==> config.mk <==
export PLATFORM = sky130hd
export DESIGN_NAME = id_operand_stage_flat
export DESIGN_NICKNAME = d
export VERILOG_FILES = /design/src/rtl/id_operand_stage_if.sv /design/src/rtl/id_operand_stage.sv /design/src/flat_wrapper.sv
export SDC_FILE = /design/constraint.sdc
export NUM_CORES = 1
export LEC_CHECK = 0
export CELL_PAD_IN_SITES_DETAIL_PLACEMENT = 0
export CELL_PAD_IN_SITES_GLOBAL_PLACEMENT = 1
export CORE_UTILIZATION = 32
export CTS_CLUSTER_SIZE = 14
export DETAILED_ROUTE_END_ITERATION = 16
export PLACE_DENSITY = 0.87
export SLEW_MARGIN = 20
export SYNTH_ARGS = -nofsm -noshare
export SYNTH_HDL_FRONTEND = slang
export SYNTH_SLANG_ARGS = --single-unit
==> constraint.sdc <==
create_clock -name i_clk -period 3.1 [get_ports i_clk]
set_input_delay 0.31 -clock i_clk [delete_from_list [all_inputs] [get_ports i_clk]]
set_output_delay 0.31 -clock i_clk [all_outputs]
set_load 0.01 [all_outputs]
==> src/rtl/id_operand_stage_if.sv <==
// Operand-stage bus: decode request, register-file data, EX/MEM forwarding
// sources, flush and both handshakes. The stage uses the slave modport.
interface id_operand_stage_if #(
    parameter int unsigned DATA_W = 32,
    parameter int unsigned REG_AW = 5,
    parameter int unsigned OP_W   = 8
);
    logic              i_valid;
    logic              o_ready;
    logic              i_readEnableLeft;
    logic              i_readEnableRight;
    logic [REG_AW-1:0] i_addrLeft;
    logic [REG_AW-1:0] i_addrRight;
    logic [DATA_W-1:0] i_immediate;
    logic [OP_W-1:0]   i_exop;
    logic [REG_AW-1:0] i_dest;
    logic              i_isLoad;
    logic [DATA_W-1:0] i_readValueLeft;
    logic [DATA_W-1:0] i_readValueRight;
    logic              i_exWriteEnable;
    logic [REG_AW-1:0] i_exDest;
    logic [DATA_W-1:0] i_exValue;
    logic              i_exIsLoad;
    logic              i_memWriteEnable;
    logic [REG_AW-1:0] i_memDest;
    logic [DATA_W-1:0] i_memValue;
    logic              i_flush;
    logic              i_downReady;
    logic              o_valid;
    logic [DATA_W-1:0] o_srcLeft;
    logic [DATA_W-1:0] o_srcRight;
    logic [OP_W-1:0]   o_exop;
    logic [REG_AW-1:0] o_dest;
    logic              o_isLoad;
    logic              o_stall;

    modport master (
        output i_valid, i_readEnableLeft, i_readEnableRight, i_addrLeft, i_addrRight,
               i_immediate, i_exop, i_dest, i_isLoad, i_readValueLeft, i_readValueRight,
               i_exWriteEnable, i_exDest, i_exValue, i_exIsLoad,
               i_memWriteEnable, i_memDest, i_memValue, i_flush, i_downReady,
        input  o_ready, o_valid, o_srcLeft, o_srcRight, o_exop, o_dest, o_isLoad, o_stall
    );

    modport slave (
        input  i_valid, i_readEnableLeft, i_readEnableRight, i_addrLeft, i_addrRight,
               i_immediate, i_exop, i_dest, i_isLoad, i_readValueLeft, i_readValueRight,
               i_exWriteEnable, i_exDest, i_exValue, i_exIsLoad,
               i_memWriteEnable, i_memDest, i_memValue, i_flush, i_downReady,
        output o_ready, o_valid, o_srcLeft, o_srcRight, o_exop, o_dest, o_isLoad, o_stall
    );
endinterface

==> src/rtl/id_operand_stage.sv <==
// ID/EX operand stage: EX/MEM forwarding, load-use interlock, ID/EX register.
// Optional stall-cycle counter enabled by defining ID_STALL_COUNTER_EN.
module id_operand_stage #(
    parameter int unsigned     DATA_W = 32,
    parameter int unsigned     REG_AW = 5,
    parameter int unsigned     OP_W   = 8,
    parameter logic [OP_W-1:0] NOP_OP = '0
`ifdef ID_STALL_COUNTER_EN
    ,
    parameter int unsigned     CNT_W  = 16
`endif
) (
    input  logic              i_clk,
    input  logic              i_rst_n,
    id_operand_stage_if.slave bus
`ifdef ID_STALL_COUNTER_EN
    ,
    output logic [CNT_W-1:0]  o_stallCycles
`endif
);

    logic              valid_q, valid_d;
    logic [DATA_W-1:0] src_left_q, src_left_d;
    logic [DATA_W-1:0] src_right_q, src_right_d;
    logic [OP_W-1:0]   exop_q, exop_d;
    logic [REG_AW-1:0] dest_q, dest_d;
    logic              is_load_q, is_load_d;

    logic [DATA_W-1:0] sel_left, sel_right;
    logic              hazard_left, hazard_right, stall, load, transfer;

    function automatic logic [DATA_W-1:0] select_operand(
        input logic              en,
        input logic [REG_AW-1:0] addr,
        input logic [DATA_W-1:0] rf_value,
        input logic [DATA_W-1:0] imm,
        input logic              ex_we,
        input logic [REG_AW-1:0] ex_dest,
        input logic [DATA_W-1:0] ex_value,
        input logic              mem_we,
        input logic [REG_AW-1:0] mem_dest,
        input logic [DATA_W-1:0] mem_value
    );
        if (!en)                            return imm;
        else if (addr == '0)                return '0;
        else if (ex_we && ex_dest == addr)  return ex_value;
        else if (mem_we && mem_dest == addr) return mem_value;
        else                                return rf_value;
    endfunction

    always_comb begin
        sel_left  = select_operand(bus.i_readEnableLeft, bus.i_addrLeft, bus.i_readValueLeft,
                                   bus.i_immediate, bus.i_exWriteEnable, bus.i_exDest, bus.i_exValue,
                                   bus.i_memWriteEnable, bus.i_memDest, bus.i_memValue);
        sel_right = select_operand(bus.i_readEnableRight, bus.i_addrRight, bus.i_readValueRight,
                                   bus.i_immediate, bus.i_exWriteEnable, bus.i_exDest, bus.i_exValue,
                                   bus.i_memWriteEnable, bus.i_memDest, bus.i_memValue);

        // A load in EX has no data yet, so a consumer of its dest must wait.
        hazard_left  = bus.i_readEnableLeft && (bus.i_addrLeft != '0) && bus.i_exWriteEnable
                       && bus.i_exIsLoad && (bus.i_exDest == bus.i_addrLeft);
        hazard_right = bus.i_readEnableRight && (bus.i_addrRight != '0) && bus.i_exWriteEnable
                       && bus.i_exIsLoad && (bus.i_exDest == bus.i_addrRight);
        stall    = hazard_left || hazard_right;
        load     = (!valid_q || bus.i_downReady) && !stall && !bus.i_flush;
        transfer = bus.i_valid && load;
    end

    always_comb begin
        valid_d     = valid_q;
        src_left_d  = src_left_q;
        src_right_d = src_right_q;
        exop_d      = exop_q;
        dest_d      = dest_q;
        is_load_d   = is_load_q;
        if (bus.i_flush) begin
            valid_d = 1'b0;
            exop_d  = NOP_OP;
            dest_d  = '0;
        end else if (transfer) begin
            valid_d     = 1'b1;
            src_left_d  = sel_left;
            src_right_d = sel_right;
            exop_d      = bus.i_exop;
            dest_d      = bus.i_dest;
            is_load_d   = bus.i_isLoad;
        end else if (!valid_q || bus.i_downReady) begin
            valid_d = 1'b0;
            exop_d  = NOP_OP;
            dest_d  = '0;
        end
    end

    always_ff @(posedge i_clk or negedge i_rst_n) begin
        if (!i_rst_n) begin
            valid_q     <= 1'b0;
            src_left_q  <= '0;
            src_right_q <= '0;
            exop_q      <= NOP_OP;
            dest_q      <= '0;
            is_load_q   <= 1'b0;
        end else begin
            valid_q     <= valid_d;
            src_left_q  <= src_left_d;
            src_right_q <= src_right_d;
            exop_q      <= exop_d;
            dest_q      <= dest_d;
            is_load_q   <= is_load_d;
        end
    end

    assign bus.o_ready    = load;
    assign bus.o_stall    = stall;
    assign bus.o_valid    = valid_q;
    assign bus.o_srcLeft  = src_left_q;
    assign bus.o_srcRight = src_right_q;
    assign bus.o_exop     = exop_q;
    assign bus.o_dest     = dest_q;
    assign bus.o_isLoad   = is_load_q;

`ifdef ID_STALL_COUNTER_EN
    logic [CNT_W-1:0] stall_cnt_q, stall_cnt_d;

    always_comb begin
        stall_cnt_d = stall_cnt_q;
        if (bus.i_valid && stall && (stall_cnt_q != '1)) begin
            stall_cnt_d = stall_cnt_q + 1'b1;
        end
    end

    always_ff @(posedge i_clk or negedge i_rst_n) begin
        if (!i_rst_n) stall_cnt_q <= '0;
        else          stall_cnt_q <= stall_cnt_d;
    end

    assign o_stallCycles = stall_cnt_q;
`endif

endmodule

==> src/flat_wrapper.sv <==
// flat-port wrapper written by rule: the top's interface ports become plain ports
module id_operand_stage_flat 
#(
    parameter int unsigned     DATA_W = 32,
    parameter int unsigned     REG_AW = 5,
    parameter int unsigned     OP_W   = 8,
    parameter logic [OP_W-1:0] NOP_OP = '0

)
  (i_clk, i_rst_n, bus_i_valid, bus_i_readEnableLeft, bus_i_readEnableRight, bus_i_addrLeft, bus_i_addrRight, bus_i_immediate, bus_i_exop, bus_i_dest, bus_i_isLoad, bus_i_readValueLeft, bus_i_readValueRight, bus_i_exWriteEnable, bus_i_exDest, bus_i_exValue, bus_i_exIsLoad, bus_i_memWriteEnable, bus_i_memDest, bus_i_memValue, bus_i_flush, bus_i_downReady, bus_o_ready, bus_o_valid, bus_o_srcLeft, bus_o_srcRight, bus_o_exop, bus_o_dest, bus_o_isLoad, bus_o_stall);
  id_operand_stage_if #(.DATA_W(DATA_W), .REG_AW(REG_AW), .OP_W(OP_W)) bus_i ();
  input  logic i_clk;
  input  logic i_rst_n;
  input wire logic [$bits(bus_i.i_valid)-1:0] bus_i_valid;
  input wire logic [$bits(bus_i.i_readEnableLeft)-1:0] bus_i_readEnableLeft;
  input wire logic [$bits(bus_i.i_readEnableRight)-1:0] bus_i_readEnableRight;
  input wire logic [$bits(bus_i.i_addrLeft)-1:0] bus_i_addrLeft;
  input wire logic [$bits(bus_i.i_addrRight)-1:0] bus_i_addrRight;
  input wire logic [$bits(bus_i.i_immediate)-1:0] bus_i_immediate;
  input wire logic [$bits(bus_i.i_exop)-1:0] bus_i_exop;
  input wire logic [$bits(bus_i.i_dest)-1:0] bus_i_dest;
  input wire logic [$bits(bus_i.i_isLoad)-1:0] bus_i_isLoad;
  input wire logic [$bits(bus_i.i_readValueLeft)-1:0] bus_i_readValueLeft;
  input wire logic [$bits(bus_i.i_readValueRight)-1:0] bus_i_readValueRight;
  input wire logic [$bits(bus_i.i_exWriteEnable)-1:0] bus_i_exWriteEnable;
  input wire logic [$bits(bus_i.i_exDest)-1:0] bus_i_exDest;
  input wire logic [$bits(bus_i.i_exValue)-1:0] bus_i_exValue;
  input wire logic [$bits(bus_i.i_exIsLoad)-1:0] bus_i_exIsLoad;
  input wire logic [$bits(bus_i.i_memWriteEnable)-1:0] bus_i_memWriteEnable;
  input wire logic [$bits(bus_i.i_memDest)-1:0] bus_i_memDest;
  input wire logic [$bits(bus_i.i_memValue)-1:0] bus_i_memValue;
  input wire logic [$bits(bus_i.i_flush)-1:0] bus_i_flush;
  input wire logic [$bits(bus_i.i_downReady)-1:0] bus_i_downReady;
  output wire logic [$bits(bus_i.o_ready)-1:0] bus_o_ready;
  output wire logic [$bits(bus_i.o_valid)-1:0] bus_o_valid;
  output wire logic [$bits(bus_i.o_srcLeft)-1:0] bus_o_srcLeft;
  output wire logic [$bits(bus_i.o_srcRight)-1:0] bus_o_srcRight;
  output wire logic [$bits(bus_i.o_exop)-1:0] bus_o_exop;
  output wire logic [$bits(bus_i.o_dest)-1:0] bus_o_dest;
  output wire logic [$bits(bus_i.o_isLoad)-1:0] bus_o_isLoad;
  output wire logic [$bits(bus_i.o_stall)-1:0] bus_o_stall;
  assign bus_i.i_valid = bus_i_valid;
  assign bus_i.i_readEnableLeft = bus_i_readEnableLeft;
  assign bus_i.i_readEnableRight = bus_i_readEnableRight;
  assign bus_i.i_addrLeft = bus_i_addrLeft;
  assign bus_i.i_addrRight = bus_i_addrRight;
  assign bus_i.i_immediate = bus_i_immediate;
  assign bus_i.i_exop = bus_i_exop;
  assign bus_i.i_dest = bus_i_dest;
  assign bus_i.i_isLoad = bus_i_isLoad;
  assign bus_i.i_readValueLeft = bus_i_readValueLeft;
  assign bus_i.i_readValueRight = bus_i_readValueRight;
  assign bus_i.i_exWriteEnable = bus_i_exWriteEnable;
  assign bus_i.i_exDest = bus_i_exDest;
  assign bus_i.i_exValue = bus_i_exValue;
  assign bus_i.i_exIsLoad = bus_i_exIsLoad;
  assign bus_i.i_memWriteEnable = bus_i_memWriteEnable;
  assign bus_i.i_memDest = bus_i_memDest;
  assign bus_i.i_memValue = bus_i_memValue;
  assign bus_i.i_flush = bus_i_flush;
  assign bus_i.i_downReady = bus_i_downReady;
  assign bus_o_ready = bus_i.o_ready;
  assign bus_o_valid = bus_i.o_valid;
  assign bus_o_srcLeft = bus_i.o_srcLeft;
  assign bus_o_srcRight = bus_i.o_srcRight;
  assign bus_o_exop = bus_i.o_exop;
  assign bus_o_dest = bus_i.o_dest;
  assign bus_o_isLoad = bus_i.o_isLoad;
  assign bus_o_stall = bus_i.o_stall;
  id_operand_stage #(.DATA_W(DATA_W), .REG_AW(REG_AW), .OP_W(OP_W), .NOP_OP(NOP_OP)) u_core (.i_clk(i_clk), .i_rst_n(i_rst_n), .bus(bus_i));
endmodule
==> impl_metrics.tcl, run 1 <==
set metrics [dict create \
    yosysUniqueCellTypes 27 \
    start_kind "primary input" \
    io_buffers 284 \
    postCtsResizedCells 0 \
    cts_buffers 9 \
    cts_buffer_depth 2 \
    die_w_microns 140 \
    ant_nets 0 \
    internal_power_mw 2.68 \
    fin_nets 1152 \
    cts_tree "yes" \
    fin_setup_tns_ns 0 \
    worst_ir_drop_vdd_mv 0.190 \
    place_ws_ns 0.129 \
    synth-main-ff-cell "dfrtp_1" \
    rows 50 \
    nFillCells 1735 \
    critPathKind "in -> out" \
    overflow 0 \
    power.share.combinational_pct 35.8 \
    fin_crit_ns 2.99 \
    max_cap_violations 0 \
    hold_viol_final 0 \
    area_delta_synth_final_pct 56.3 \
    yosys-top-cells-area "dfrtp_1, a31oi_1, a21boi_0" \
    clockRootBuffer "clkbuf_16" \
    clk_pin_slew_ns 0.06 \
    total_power_mw 3.86 \
    vias 7034 \
    reg2reg_depth 5 \
    holdBufCountCts 0 \
    skew_ns 0.00569 \
    async_reset_ff_share_pct 100 \
    dp_hpwl_microns 17900 \
    gp_congestion 0.850 \
    leakagePower_nw 3.88 \
    synth_seq_area_share_pct 32.4 \
    swShare_pct 30.5 \
    routedWlPerCell_microns 21.3 \
    boundaryPins 285 \
    outcome "completed" \
    ys_seq_elements 79 \
    grt_usage_pct 25.7 \
    syn_inst 709 \
    synthesis.nets 913 \
    grt_max_degree 80 \
    maxSlewViolCount 0 \
    yosys.area.top_type_share_pct 32.4 \
    power_density_nw_per_um2 405 \
    firstDrtPassIters 5 \
    synth_area_per_cell_sq_um 8.59 \
    cts_sinks 79 \
    seqPwrFrac_pct 33.6 \
    slew_headroom_pct 49.2 \
    fmaxAchievable_mhz 334 \
    syn_area_sq_um 6090 \
    grt_pass1_vias 6969 \
    dr.first_iter.drc_count 572 \
    die-area_sq_um 19600 \
    clock_latency_ns 0.34 \
    setup_viol 0 \
    core_sq_um 18700 \
    floorplan.initialDensity_pct 32.6 \
    grt_pass1_wl_microns 39400 \
    drt-total-wl_microns 25300 \
    worst_slew_pin_slew_ns 0.762 \
    rsz0062_at_grt "false" \
    end_kind "primary output" \
    clock_power_share_pct 30.6 \
    drc 0 \
    synth_edf_count 0 \
    final_layout_size_suffix_gt1_share_pct 8.81 \
    cts.htree.levels 3 \
    cp.required_ns 2.79 \
    hold_class "in -> async" \
    yosys_warnings 0 \
    min_period_over_period_pct 96.5 \
    viasPerCell 5.92 \
    p_sw_mw 1.17 \
    worst_slack_ns 0.107 \
    crit_fanout 3 \
    die_h_microns 140 \
    cp_data_arrival_time_ns 2.68 \
    antenna_found_initial 1 \
    synth.largest_area_cell "dfrtp_1" \
    postCtsSetupRepairBufs 0 \
]
[per-stage QoR]
| stage | area (sq um) | cells | util (%) | hold slack, ns |
|---|---|---|---|---|
| after floorplan | 6090 | 709 | - | 0.0144 |
| after global placement | 9190 | 1171 | 49.1 | 0.478 |
| after detailed placement | 9190 | 1171 | 49.1 | 0.482 |
| after CTS | 9520 | 1187 | 50.9 | 0.189 |
| after global routing | 9520 | 1188 | 50.9 | 0.0778 |
| final | 9520 | 1188 | 50.9 | 0.00326 |
[power groups by stage]
stage                     Combinational [mW]  Clock (mW)  Sequential, mW
final                                   1.38        1.18            1.29
after floorplan                        0.492           0            1.37
after global routing                    1.48        1.23            1.31
after detailed placement                1.38           0            1.31
after global placement                  1.36           0            1.31
after CTS                               1.38        1.21            1.30
[synth_stat cells (3+ instances only)]
| cell type | instances |
|---|---|
| a21boi_0 | 64 |
| a22o_1 | 13 |
| a31oi_1 | 172 |
| a31oi_2 | 20 |
| and2_1 | 6 |
| and3_1 | 65 |
| buf_2 | 19 |
| buf_6 | 3 |
| clkbuf_1 | 68 |
| dfrtp_1 | 79 |
| inv_1 | 32 |
| nand2b_1 | 64 |
| nor4_4 | 4 |
| o31ai_1 | 64 |
| xnor2_1 | 4 |
| xor2_1 | 16 |
[state kept, by name (all words and copies together) (netlist names)]
| signal | cells |
|---|---|
| u_core.bus.o_valid | 1 |
| u_core.bus.o_exop | 8 |
| u_core.bus.o_dest | 5 |
| u_core.bus.o_isLoad | 1 |
| u_core.bus.o_srcRight | 32 |
| u_core.bus.o_srcLeft | 32 |
[critical path: stages]
cell and delay [ns]:
clkdlybuf4s50_1 0.46, or4_1 0.62, o21a_1 0.20, nand4_1 0.11, nand2_1 0.20, nor3_1 0.22, clkdlybuf4s50_1 0.56
[routing by layer]
metal | track usage (%) | wire length, microns | vias up
met2 | 40.6 | 11700 | 439
met4 | 11.2 | 805 | 0
li1 | - | - | 3206
met5 | 0 | 0 | -
met3 | 4.58 | 2290 | 69
met1 | 34.5 | 10500 | 3320
[cells by family (layout without fill, tap and decap cells)]
kind of cell | after synthesis | count (layout) | synth area share, %
mux | 1 | 1 | 0.185
buf+inv | 123 | 367 | 8.40
simple gates | 149 | 149 | 16.3
flops | 79 | 79 | 32.4
xor+xnor | 20 | 20 | 2.87
other cells | 0 | 1 | 0
compound gates | 337 | 337 | 39.8
[cells in the final DEF, fill, tap and decap left out, drive strengths merged, types with 4 or more instances in the layout]
master         netlist  final
clkdlybuf4s50        0    283
a31oi              192    192
dfrtp               79     79
and3                65     65
a21boi              64     64
o31ai               64     64
nand2b              64     64
buf                 23     36
inv                 32     33
xor2                16     16
a22o                13     13
clkbuf              68     10
and2                 6      6
nor4                 4      4
xnor2                4      4
[path summary, 6_finish.rpt]
path | from | end | slack, ns
worst max-delay path | bus_i_addrRight[0] | bus_o_ready | 0.11
worst min-delay path | i_rst_n | u_core.bus.o_dest[3]$_DFFE_PN0P_ | 0.003
worst max register to register | u_core.bus.o_valid$_DFFE_PN0P_ | u_core.bus.o_srcLeft[9]$_DFFE_PN0P_ | 1.36
worst min register to register | u_core.bus.o_dest[0]$_DFFE_PN0P_ | u_core.bus.o_dest[0]$_DFFE_PN0P_ | 0.50
max in group asynchronous | i_rst_n | u_core.bus.o_srcLeft[31]$_DFFE_PN0P_ | 2.55
min in group i_clk | u_core.bus.o_dest[0]$_DFFE_PN0P_ | u_core.bus.o_dest[0]$_DFFE_PN0P_ | 0.50
[layout make-up]
cell class              count  area, sq um  share of cell area (%)
clock inverters             6         92.6                   0.972
clock buffers              10          239                    2.51
inverters                  32          120                    1.26
repair buffers            319         3160                    33.1
multi-input cells         507         3640                    38.2
flip-flops and latches     79         1980                    20.8
diodes                      1         2.50                  0.0263
well taps                 234          293                    3.07
Power figures use the tool's default switching activity.
==> run 2: changes to the inputs <==
Settings changed: CTS_CLUSTER_SIZE 14 to not set.
==> results of run 2 <==
The final DEF is identical to that of run 1; final timing and power are the same.
==> run 3: changes to the inputs <==
Settings changed: CAP_MARGIN set to 0.
==> results of run 3 <==
The final DEF is identical to that of run 1; final timing and power are the same.
